$ cat config.mk
export PLATFORM = sky130hd
export DESIGN_NAME = stream_boxcar_decimator
export DESIGN_NICKNAME = d
export VERILOG_FILES = /design/src/rtl/stream_boxcar_decimator.sv
export SDC_FILE = /design/constraint.sdc
export NUM_CORES = 1
export LEC_CHECK = 0
export ABC_AREA = 1
export CAP_MARGIN = 15
export CORE_UTILIZATION = 50
export DETAILED_ROUTE_END_ITERATION = 8
export PLACE_DENSITY = 0.82
export REMOVE_ABC_BUFFERS = 1
export SLEW_MARGIN = 20
export SYNTH_ARGS = -nofsm -noshare
export SYNTH_HDL_FRONTEND = slang
export SYNTH_SLANG_ARGS = --single-unit
$ cat constraint.sdc
create_clock -name clk -period 3.1 [get_ports clk]
set_input_delay 0.93 -clock clk [delete_from_list [all_inputs] [get_ports clk]]
set_output_delay 0.93 -clock clk [all_outputs]
set_load 0.02 [all_outputs]
$ cat src/rtl/stream_boxcar_decimator.sv
// stream_boxcar_decimator
// Sums blocks of R consecutive valid signed samples and emits one registered
// sum per block (boxcar filter followed by decimate-by-R). R is sampled from
// ratio_i when a block starts and held for the rest of that block. The output
// is wide enough that the sum of a full block can never overflow.
module stream_boxcar_decimator #(
  parameter int DATA_WIDTH  = 16,
  parameter int RATIO_WIDTH = 8
) (
  input  logic                                clk,
  input  logic                                resetn,
  input  logic [RATIO_WIDTH-1:0]              ratio_i,
  input  logic                                clear_i,
  input  logic signed [DATA_WIDTH-1:0]        data_i_tdata,
  input  logic                                data_i_tvalid,
  output logic signed [DATA_WIDTH+RATIO_WIDTH-1:0] data_o_tdata,
  output logic                                data_o_tvalid
);

  localparam int OUT_WIDTH = DATA_WIDTH + RATIO_WIDTH;

  // Block state
  logic signed [OUT_WIDTH-1:0]   r_acc;
  logic        [RATIO_WIDTH-1:0] r_count;
  logic        [RATIO_WIDTH-1:0] r_ratio_q;
  logic signed [OUT_WIDTH-1:0]   r_out_data;
  logic                          r_out_valid;

  // Datapath helpers
  logic                          w_first;
  logic        [RATIO_WIDTH-1:0] w_ratio_in;
  logic        [RATIO_WIDTH-1:0] w_r_eff;
  logic signed [OUT_WIDTH-1:0]   w_sample_ext;
  logic signed [OUT_WIDTH-1:0]   w_sum;
  logic                          w_accept;
  logic                          w_last;

  // A ratio of zero is treated as one so every block holds at least a sample.
  assign w_ratio_in   = (ratio_i == '0) ? RATIO_WIDTH'(1) : ratio_i;
  // The first sample of a block uses the live ratio; later samples the latched one.
  assign w_first      = (r_count == '0);
  assign w_r_eff      = w_first ? w_ratio_in : r_ratio_q;
  assign w_sample_ext = {{RATIO_WIDTH{data_i_tdata[DATA_WIDTH-1]}}, data_i_tdata};
  // The accumulator is ignored on the first sample, so a stale value never leaks in.
  assign w_sum        = (w_first ? '0 : r_acc) + w_sample_ext;
  assign w_accept     = data_i_tvalid & ~clear_i;
  // Compare one bit wider so count+1 cannot wrap before matching r_eff.
  assign w_last       = ({1'b0, r_count} + (RATIO_WIDTH+1)'(1)) == {1'b0, w_r_eff};

  // Block accumulation, ratio latch and registered output
  always_ff @(posedge clk or negedge resetn) begin
    // NOTE: every register here is assigned with <= so all of them update from
    // the same pre-edge values; the asynchronous reset clears the whole state.
    if (!resetn) begin
      r_acc       <= '0;
      r_count     <= '0;
      r_ratio_q   <= RATIO_WIDTH'(1);
      r_out_data  <= '0;
      r_out_valid <= 1'b0;
    end else if (clear_i) begin
      // Abort the block; any sample presented this cycle is dropped.
      r_acc       <= '0;
      r_count     <= '0;
      r_out_valid <= 1'b0;
    end else if (w_accept) begin
      if (w_first) begin
        r_ratio_q <= w_ratio_in;
      end
      if (w_last) begin
        r_out_data  <= w_sum;
        r_out_valid <= 1'b1;
        r_acc       <= '0;
        r_count     <= '0;
      end else begin
        r_acc       <= w_sum;
        r_count     <= r_count + RATIO_WIDTH'(1);
        r_out_valid <= 1'b0;
      end
    end else begin
      r_out_valid <= 1'b0;
    end
  end

  assign data_o_tdata  = r_out_data;
  assign data_o_tvalid = r_out_valid;

endmodule
==> results.txt <==
- Clock buffer depth: 2
* Wire length of the first global-routing pass: 21.87 mm
- In this run the static leakage power is 2.965 nW.
- VDD sags by at most 297.3 µV.
* Hold crit path type: reg -> reg
- Worst Setup Start Kind: flop
* XOR/XNOR Fraction of Synth Area: 3.244%
* Met2 usage in global routing: 51.94%
- After detailed routing, the total wire length is 13.06 mm.
- Dividing total power by cell area gives a power density of 697.4 nW/µm².
- Run status: finished with violations
- The die covers 9566 µm².
* Num Clock Sinks: 65
- Dividing the synthesized area by the synthesized cell count gives 6.943 µm².
- Slack of the critical path: 242.4 ps
* Number of vias per cell: 5.264
- Global-route layer with the greatest usage: met2
- Initial antenna violation count: 0
- Share of synthesized area occupied by flip-flops and latches: 35.47%
- Yosys warnings: 0
- Startpoint of the most critical register-to-register path: r_count[0]$_DFFE_PN0P_
* Cell type contributing the most total cell area after synthesis: dfrtp_1
- The worst path needs 2858 ps of the cycle, external delays included.
- Of the post-synthesis cell area, the part taken by muxes is 0%.
* Max-cap violation count: 0
- CP endpoint kind: flop
* Total global-route track usage: 29.06%
* Count of endpoints failing hold in the final timing report: 0
- Final HPWL from detailed placement: 9.690 mm
- Entering global routing, the biggest net connects 66 pins.
- Detailed-route wire length per cell: 15.25 µm
- After synthesis, the largest family of logic cells by area is simple AND/OR/NAND/NOR gates.
- The worst pin sits at a relative slew slack of 64.95%.
- Data arrives at the worst endpoint at 3060 ps.
* Complex-gate fraction of the synthesized area: 10.39%
- Tracing the worst setup path back leads to its startpoint at r_count[0]$_DFFE_PN0P_.
- Cells after synthesis: 661
* Category of the most critical setup path: reg -> reg
- TritonCTS built the clock tree.
- The die is 97.81 µm wide.
- Port buffering added 52 buffers.
* Number of buffers inserted for hold repair after clock tree synthesis: 0
* Number of endpoints failing setup at the final stage: 0
- After detailed routing, the number of remaining DRC violations is 10.
- For this run the aggregate overflow at the end of global routing stands at 0.
* Standard cell core area: 8806 µm²
- Of the available clock period, the critical path in the final layout requires 92.18%.
- Area share of the largest cell type after synthesis: 34.90%
- Clock latency on the worst-skew pair, taken at its later pin, is 340 ps.
- Area added between synthesis and finish: 23.15%
* Worst clock skew: 14.05 ps
* Pre-CTS setup slack: -44.82 ps
- For this configuration, the core starts out at a cell density of 52.12%.
- 53 I/O pins were placed.
* Unrepaired setup endpoints after global routing: false
- Adder and majority gate portion of the synthesized area: 7.252%
- CTS resizes: 0
* Number of fill cells in the layout: 825
- Chip height: 97.81 µm
- Max Fclk: 0.3499 GHz
* Sequential cell area: 1628 µm²
- The synthesized netlist occupies a cell area of 4589 µm².
- At the pin with the least slew margin, the transition time is 525.2 ps.
- Final RePlAce weighted congestion: 0.9472
- Number of buffers inserted by post-CTS setup repair: 0
* First DRT Iteration DRCs: 287
- After synthesis, the netlist uses 38 different library cells.
* Inserted Clock Buffers: 9
- Once detail routing completed, the nets flagged for antenna violations numbered 0.
- Clock-pin slew on the worst setup and hold paths: 80 ps
- Worst path required time: 3300 ps
* Clock tree root driver cell: clkbuf_8
- Crit path max fanout: 28
- Number of placement rows: 34
- Via count of the first global-routing pass: 4,565
- Worst-case register-to-register setup slack: 240 ps
* Share of layout cells above drive strength 1: 10.43%
- Number of antenna repair diodes: 0
- H-tree depth reported by CTS: 3
- Footprint of the multi-input gates: 2547 µm²
* Global-route track usage on met1: 36.07%
- After synthesis the netlist holds a flip-flop and latch count of 65.
- Via count of the routed design: 4,506
* Number of slew-limit violations in the final report: 0
- Overall Power: 3.942 mW
* Met3 layer usage reported by global route: 3.006%
- After Yosys synthesis, and, or, nand and nor cells account for 34.35% of the synthesized area.
- Failing checks: DRC
- Net count reported at finish: 797
- Initial DRT Pass Iterations: 6
* Cell types with the largest area share after synthesis: dfrtp_1 (35%), nand2_1 (17%), inv_1 (7.0%)
* Min-delay src: data_o_tdata[23]$_DFFE_PN0P_
cell type report:
class / count / share of cell area, %
Multi-Input combinational cell: 492 / 45.07
Sequential cell: 65 / 28.80
Timing Repair Buffer: 86 / 14.30
Inverter: 89 / 5.911
Clock buffer: 13 / 2.812
Tap cell: 108 / 2.391
Clock inverter: 3 / 0.7084
worst max-delay path, stage by stage, from the launching register on:
cell and delay (ps):
dfrtp_1 390, inv_2 110, ha_2 230, nand2_4 80
nor2_8 120, buf_12 190, nor2_1 70, ha_1 340
a21oi_1 160, nand2_1 110, nand2_1 80, nand2_1 120
a21o_1 220, nand2_1 120, nand2_1 70, nand2_1 60
nand2_1 70, nand3_1 100, o21ai_0 90
routing by layer:
| layer | vias to the layer above | routed length, µm |
|---|---|---|
| met2 | 119 | 6480 |
| met4 | 0 | 340 |
| met1 | 2092 | 5715 |
| met5 | - | 0 |
| met3 | 27 | 519 |
| li1 | 2268 | - |
synth_stat cells, drive strengths merged:
master,count
dfstp,1
o21a,2
clkinv,1
nor4,1
or2,1
nand3,54
nor3,10
a21boi,1
o21ai,52
nand2,222
a31oi,2
xor2,9
clkbuf,7
nand4,8
a21o,3
a21oi,25
fa,1
inv,88
dfrtp,64
buf,8
xnor2,8
ha,25
nor2,58
nand3b,6
o21bai,4
placed cells by master, fill, tap and decap left out, types with 11 or more instances in the layout:
cell,Yosys,routed
o21ai_0,50,49
nand3_1,52,52
a21oi_1,25,25
nand2_1,211,209
buf_4,0,31
inv_1,85,84
ha_1,25,24
nand2_2,10,11
nor2_1,51,51
clkbuf_8,0,11
dfrtp_1,64,64
clkdlybuf4s50_1,0,51
registers in the layout, indices dropped and copies added (netlist names):
name / cells
data_o_tvalid: 1
r_count: 8
r_acc: 24
data_o_tdata: 24
r_ratio_q: 8
where the power goes:
group	internal, mW	switching, mW	total, mW
Sequential	1.07	0.115	1.19
Combinational	0.798	1.20	2.00
Clock	0.415	0.345	0.759
Total	2.28	1.66	3.94
cells by family (layout without fill, tap and decap cells):
kind of cell / after synthesis / after routing
buf+inv: 104 / 191
simple gates: 360 / 360
xor+xnor: 17 / 17
flops: 65 / 65
fa+ha+maj: 26 / 26
compound gates: 89 / 89
worst paths after layout:
path                                                     end  cells past startpoint
worst max-delay path                   r_acc[19]$_DFFE_PN0P_                     18
worst min-delay path            data_o_tdata[23]$_DFFE_PN0P_                      2
worst max register to register         r_acc[19]$_DFFE_PN0P_                     18
worst min register to register  data_o_tdata[23]$_DFFE_PN0P_                      2
max in group asynchronous           r_ratio_q[0]$_DFFE_PN1P_                      2
min in group asynchronous             r_count[5]$_DFFE_PN0P_                      2
through the flow:
stage	utilization, %	setup TNS, ps	std cells	hold WS (ps)	cell area, µm²
2_1_floorplan	-	0	646	449.2	4497
3_3_place_gp	61.78	-12.87	840	460.6	5440
3_5_place_dp	61.78	-73.98	840	465.5	5440
4_1_cts	64.04	0	856	484.0	5639
5_1_grt	64.18	0	856	503.1	5652
6_report	64.18	0	856	482.1	5652
Note: power is estimated with default switching activity, not from simulation.
